**src/rtl/ras_stack_if.sv**
```systemverilog
// Fetch-side RAS bus: control codes and recovery inputs in, predicted target and checkpoint state out.
interface ras_stack_if #(
    parameter int unsigned PTR_W = 3,
    parameter int unsigned AW    = 64
);
    localparam int unsigned CNT_W = PTR_W + 1;

    logic             ras_vld_i;
    logic [1:0]       ras_ctl_i;
    logic [AW-1:0]    ret_addr_i;
    logic             restore_i;
    logic [PTR_W-1:0] restore_ptr_i;
    logic [CNT_W-1:0] restore_cnt_i;
    logic [AW-1:0]    ras_data_o;
    logic             empty_o;
    logic             underflow_o;
    logic [PTR_W-1:0] ckpt_ptr_o;
    logic [CNT_W-1:0] ckpt_cnt_o;

    // Branch decoder / recovery side
    modport master (
        output ras_vld_i, ras_ctl_i, ret_addr_i, restore_i, restore_ptr_i, restore_cnt_i,
        input  ras_data_o, empty_o, underflow_o, ckpt_ptr_o, ckpt_cnt_o
    );

    // Stack side
    modport slave (
        input  ras_vld_i, ras_ctl_i, ret_addr_i, restore_i, restore_ptr_i, restore_cnt_i,
        output ras_data_o, empty_o, underflow_o, ckpt_ptr_o, ckpt_cnt_o
    );
endinterface

```
**src/rtl/ras_stack.sv**
```systemverilog
// Return address stack for fetch 1: circular buffer with overwrite-oldest on
// overflow and pointer/occupancy checkpoint restore for mispredict recovery.
module ras_stack #(
    parameter int unsigned DEPTH = 8,
    parameter int unsigned PTR_W = 3,
    parameter int unsigned AW    = 64
) (
    input  logic         clk_i,
    input  logic         rst_n_i,
    ras_stack_if.slave   bus
);
    localparam int unsigned CNT_W = PTR_W + 1;

    typedef enum logic [1:0] {
        CTL_NONE    = 2'b00,
        CTL_PUSH    = 2'b01,
        CTL_POP     = 2'b10,
        CTL_POPPUSH = 2'b11
    } ras_ctl_e;

    logic [AW-1:0]    mem_q [DEPTH];
    logic [PTR_W-1:0] ptr_q, ptr_d;
    logic [CNT_W-1:0] cnt_q, cnt_d;
    logic             underflow_q, underflow_d;
    logic             wr_en;
    logic [PTR_W-1:0] wr_idx;

    // Next pointer/occupancy, entry write and underflow flag; restore wins over control
    always_comb begin
        ptr_d       = ptr_q;
        cnt_d       = cnt_q;
        underflow_d = 1'b0;
        wr_en       = 1'b0;
        wr_idx      = ptr_q;
        if (bus.restore_i) begin
            ptr_d = bus.restore_ptr_i;
            cnt_d = (bus.restore_cnt_i > CNT_W'(DEPTH)) ? CNT_W'(DEPTH) : bus.restore_cnt_i;
        end else if (bus.ras_vld_i) begin
            case (ras_ctl_e'(bus.ras_ctl_i))
                CTL_PUSH: begin
                    ptr_d  = ptr_q + PTR_W'(1);
                    wr_en  = 1'b1;
                    wr_idx = ptr_q + PTR_W'(1);
                    if (cnt_q != CNT_W'(DEPTH)) begin
                        cnt_d = cnt_q + CNT_W'(1);
                    end
                end
                CTL_POP: begin
                    if (cnt_q != '0) begin
                        ptr_d = ptr_q - PTR_W'(1);
                        cnt_d = cnt_q - CNT_W'(1);
                    end else begin
                        underflow_d = 1'b1;
                    end
                end
                CTL_POPPUSH: begin
                    wr_en = 1'b1;
                    if (cnt_q == '0) begin
                        cnt_d       = CNT_W'(1);
                        underflow_d = 1'b1;
                    end
                end
                default: ;
            endcase
        end
    end

    // Pointer, occupancy and underflow pulse registers
    always_ff @(posedge clk_i or negedge rst_n_i) begin
        if (!rst_n_i) begin
            ptr_q       <= '0;
            cnt_q       <= '0;
            underflow_q <= 1'b0;
        end else begin
            ptr_q       <= ptr_d;
            cnt_q       <= cnt_d;
            underflow_q <= underflow_d;
        end
    end

    // Entry storage; reset clears every entry so a later restore never exposes stale data
    always_ff @(posedge clk_i or negedge rst_n_i) begin
        if (!rst_n_i) begin
            for (int unsigned i = 0; i < DEPTH; i++) begin
                mem_q[i] <= '0;
            end
        end else if (wr_en) begin
            mem_q[wr_idx] <= bus.ret_addr_i;
        end
    end

    // Prediction and checkpoint outputs reflect the pre-update state
    assign bus.ras_data_o  = (cnt_q != '0) ? mem_q[ptr_q] : '0;
    assign bus.empty_o     = (cnt_q == '0);
    assign bus.underflow_o = underflow_q;
    assign bus.ckpt_ptr_o  = ptr_q;
    assign bus.ckpt_cnt_o  = cnt_q;

endmodule

```
**src/flat_wrapper.sv**
```systemverilog
// flat-port wrapper written by rule: the top's interface ports become plain ports
module ras_stack_flat 
#(
    parameter int unsigned DEPTH = 8,
    parameter int unsigned PTR_W = 3,
    parameter int unsigned AW    = 64
)
  (clk_i, rst_n_i, bus_ras_vld_i, bus_ras_ctl_i, bus_ret_addr_i, bus_restore_i, bus_restore_ptr_i, bus_restore_cnt_i, bus_ras_data_o, bus_empty_o, bus_underflow_o, bus_ckpt_ptr_o, bus_ckpt_cnt_o);
  ras_stack_if #(.PTR_W(PTR_W), .AW(AW)) bus_i ();
  input  logic clk_i;
  input  logic rst_n_i;
  input wire logic [$bits(bus_i.ras_vld_i)-1:0] bus_ras_vld_i;
  input wire logic [$bits(bus_i.ras_ctl_i)-1:0] bus_ras_ctl_i;
  input wire logic [$bits(bus_i.ret_addr_i)-1:0] bus_ret_addr_i;
  input wire logic [$bits(bus_i.restore_i)-1:0] bus_restore_i;
  input wire logic [$bits(bus_i.restore_ptr_i)-1:0] bus_restore_ptr_i;
  input wire logic [$bits(bus_i.restore_cnt_i)-1:0] bus_restore_cnt_i;
  output wire logic [$bits(bus_i.ras_data_o)-1:0] bus_ras_data_o;
  output wire logic [$bits(bus_i.empty_o)-1:0] bus_empty_o;
  output wire logic [$bits(bus_i.underflow_o)-1:0] bus_underflow_o;
  output wire logic [$bits(bus_i.ckpt_ptr_o)-1:0] bus_ckpt_ptr_o;
  output wire logic [$bits(bus_i.ckpt_cnt_o)-1:0] bus_ckpt_cnt_o;
  assign bus_i.ras_vld_i = bus_ras_vld_i;
  assign bus_i.ras_ctl_i = bus_ras_ctl_i;
  assign bus_i.ret_addr_i = bus_ret_addr_i;
  assign bus_i.restore_i = bus_restore_i;
  assign bus_i.restore_ptr_i = bus_restore_ptr_i;
  assign bus_i.restore_cnt_i = bus_restore_cnt_i;
  assign bus_ras_data_o = bus_i.ras_data_o;
  assign bus_empty_o = bus_i.empty_o;
  assign bus_underflow_o = bus_i.underflow_o;
  assign bus_ckpt_ptr_o = bus_i.ckpt_ptr_o;
  assign bus_ckpt_cnt_o = bus_i.ckpt_cnt_o;
  ras_stack #(.DEPTH(DEPTH), .PTR_W(PTR_W), .AW(AW)) u_core (.clk_i(clk_i), .rst_n_i(rst_n_i), .bus(bus_i));
endmodule
```
**config.mk**
```make
export PLATFORM = sky130hd
export DESIGN_NAME = ras_stack_flat
export DESIGN_NICKNAME = d
export VERILOG_FILES = /design/src/rtl/ras_stack_if.sv /design/src/rtl/ras_stack.sv /design/src/flat_wrapper.sv
export SDC_FILE = /design/constraint.sdc
export NUM_CORES = 1
export LEC_CHECK = 0
export CELL_PAD_IN_SITES_DETAIL_PLACEMENT = 1
export CELL_PAD_IN_SITES_GLOBAL_PLACEMENT = 1
export CORE_UTILIZATION = 51
export DETAILED_ROUTE_END_ITERATION = 12
export GPL_ROUTABILITY_DRIVEN = 0
export MAX_ROUTING_LAYER = met4
export PLACE_DENSITY = 0.78
export SYNTH_ARGS = -nofsm -noshare
export SYNTH_HDL_FRONTEND = slang
export SYNTH_SLANG_ARGS = --single-unit
```
**constraint.sdc**
```tcl
create_clock -name clk_i -period 3.9 [get_ports clk_i]
set_clock_uncertainty 0.15 [all_clocks]
set_input_delay 0.39 -clock clk_i [delete_from_list [all_inputs] [get_ports clk_i]]
set_output_delay 0.39 -clock clk_i [all_outputs]
set_load 0.05 [all_outputs]
```
==> results of run 1 <==
[critical path: stages, from the launching register on]
cell	delay, ns
dfrtp_4	1.00
buf_12	0.28
mux2i_1	0.10
nor2_1	0.24
clkdlybuf4s50_1	0.87
[Yosys cell counts (all sizes together) (4+ instances only)]
library cell	count
dfrtp	520
mux2	514
mux4	128
buf	76
mux2i	67
nor2	67
clkbuf	27
nand2	10
nand2b	6
nand3	6
o21ai	6
a21oi	5
inv	5
nor3	5
ha	4
nor3b	4
xnor2	4
[worst min-delay path by stage]
stage,depth (start not counted),end,startpoint
5_1_grt,2,u_core.mem_q[12],rst_n_i
3_3_place_gp,1,u_core.mem_q[12],rst_n_i
3_5_place_dp,1,u_core.mem_q[12],rst_n_i
6_report,2,u_core.mem_q[77],rst_n_i
2_1_floorplan,0,u_core.bus.ckpt_cnt_o[0],rst_n_i
4_1_cts,2,u_core.mem_q[12],rst_n_i
[sequential cells by signal (all words and copies together) (netlist names)]
register                count
u_core.bus.underflow_o      1
u_core.mem_q              512
u_core.bus.ckpt_cnt_o       4
u_core.bus.ckpt_ptr_o       3
[per-layer routing]
metal | vias to the layer above | global-route usage [%] | share of wire, %
li1 | 5849 | - | -
met1 | 7468 | 34.9 | 44
met2 | 218 | 42.3 | 51
met3 | 85 | 3.83 | 3.3
met4 | 0 | 5.78 | 1.8
met5 | - | - | 0
[power groups by stage]
stage	Combinational, mW	Clock [mW]	Sequential (mW)
detailed placement	6.85	0	8.81
global placement	6.60	0	8.59
CTS	6.92	5.40	8.75
floorplan	5.09	0	8.33
finish	6.86	5.28	8.74
global route	7.31	5.59	9.01
[cells by family (layout without fill, tap and decap cells)]
family / count (synthesis) / count (layout) / share of synthesized area, %
multiplexers: 709 / 709 / 39.1
AO/OA/AOI/OAI: 27 / 27 / 0.769
buffers and inverters: 108 / 307 / 2.63
adder cells (fa/ha/maj): 4 / 4 / 0.209
flip-flops: 520 / 520 / 54.4
AND/OR/NAND/NOR: 110 / 110 / 2.56
XOR/XNOR: 6 / 6 / 0.283
other: 0 / 3 / 0
[what timing repair did]
action	in CTS	in global routing
hold buffers	1	0
setup buffers	0	7
endpoints found under the hold margin	72	0
endpoints found under the setup margin	0	5
gates resized for setup	0	0
[area by class of cell]
class	instances	area (um2)
fill	4092	17800
sequential	520	13000
multi-input combinational	856	10300
timing repair buffer	198	2080
clock buffer	85	1650
tap	600	751
clock inverter	19	178
inverter	5	18.8
antenna	3	7.51
[layout by cell type, fill, tap and decap left out, drive strengths merged, types with 3 or more instances in the layout]
cell type and instances:
a21oi 5, buf 49, bufinv 3, clkbuf 85, clkdlybuf4s50 148, clkinv 14, dfrtp 520, diode 3
ha 4, inv 7, mux2 514, mux2i 67, mux4 128, nand2 10, nand2b 6, nand3 6
nor2 67, nor3 5, nor3b 4, o21ai 6, xnor2 4
==> qor.yml, run 1 <==
status: "finished clean"
die-width_um: 219
cts_buffer_depth: 3
clock_sinks: 520
htree_levels: 2
total_power_mw: 20.9
hold_violations: 0
ctsRootBufferMaster: "clkbuf_16"
r2r_setup_slack_ns: 0.79
internal_power_mw: 14.2
dpl.hpwl_um: 33600
critical_path.startpoint: "u_core.bus.ckpt_ptr_o[2]"
crit_arrival_ns: 3.14
r2r-end: "u_core.mem_q[418]"
final_cell_area_mm2: 0.0280
p_per_area_mw_per_mm2: 746
synth_fp_nets: 1565
drc: 0
leakagePower_nw: 12.5
sw_frac_of_total_pct: 31.9
seq_power_share_pct: 41.9
syn_area_per_cell_um2: 16.1
synth_ff_type: "dfrtp_1"
timing.hold.ws_ns: 0.225
cts_tree: "yes"
drt-vias-per-instance: 5.96
syn_area_mm2: 0.0239
rr_worst_depth: 8
max_freq_mhz: 272
ys_async_sr_fraction_pct: 100
overflow: 0
drtIter0Drc: 805
drt-total-wl_um: 57400
first_pass_iters: 4
cp_max_fo: 38
ir_worst_vdd_mv: 0.512
ys.warnings.count: 0
placed_cells: 2171
fin_crit_ns: 3.68
fin_cells: 2286
placed_area_mm2: 0.0261
grt_max_degree: 87
start_kind: "flip-flop"
grt_pass1_vias: 15500
fin_tns_setup_ns: 0
place_ws_ns: 0.649
netlist_instances: 1484
maxCapViolCount: 0
p_clk_share_pct: 25.3
yosysSeqAreaShare_pct: 54.4
final_core_util_pct: 61.1
synth_top_cell_by_area: "dfrtp_1"
rows: 78
final.setup.worst_slack_ns: 0.220
die_h_um: 219
critPathRequiredTime_ns: 3.36
synth_cell_types: 46
ant_nets: 0
hp-class: "in2async"
synth_seq_cells: 520
antenna_found_initial: 3
reg2reg_from: "u_core.bus.ckpt_ptr_o[0]"
rsz0062_at_grt: "false"
initial_core_util_pct: 52.2
worst_pin_slew_ns: 0.921
ios: 150
die_area_mm2: 0.0478
finalSetupViolCount: 0
p_switching_mw: 6.65
synth_top_area_share_pct: 54.4
clk_latency_ns: 0.60
cts.clk_slew.worst_paths_ns: 0.06
numPortBuffers: 149
syn_to_final_growth_pct: 17.0
coreArea_mm2: 0.0458
final_nets: 1718
critical_path_class: "reg2out"
synth.area.top_cells: "dfrtp_1 54%, mux2_2 20%, mux4_2 12%, mux2_1 4.6%, mux2i_1 2.8%"
synth_edf_count: 0
grt_pass1_wl_um: 92400
p_comb_share_pct: 32.8
grtUsageTotal_pct: 26.1
cts_buffers: 56
endpoint: "bus_ras_data_o[31]"
final_layout_size_suffix_gt1_share_pct: 41.4
endpoint_kind: "primary output"
vias: 13600
finalCritPeriodShare_pct: 94.4
slew_headroom_pct: 38.6
wire_per_inst_um: 25.1
slew_violations: 0
Note: power is estimated with default switching activity, not from simulation.
==> run 2: changes to the inputs <==
SKIP_LAST_GASP = 1   (was default)
==> results of run 2 <==
Same layout as run 1: the final DEF is identical, and so are final timing and power.
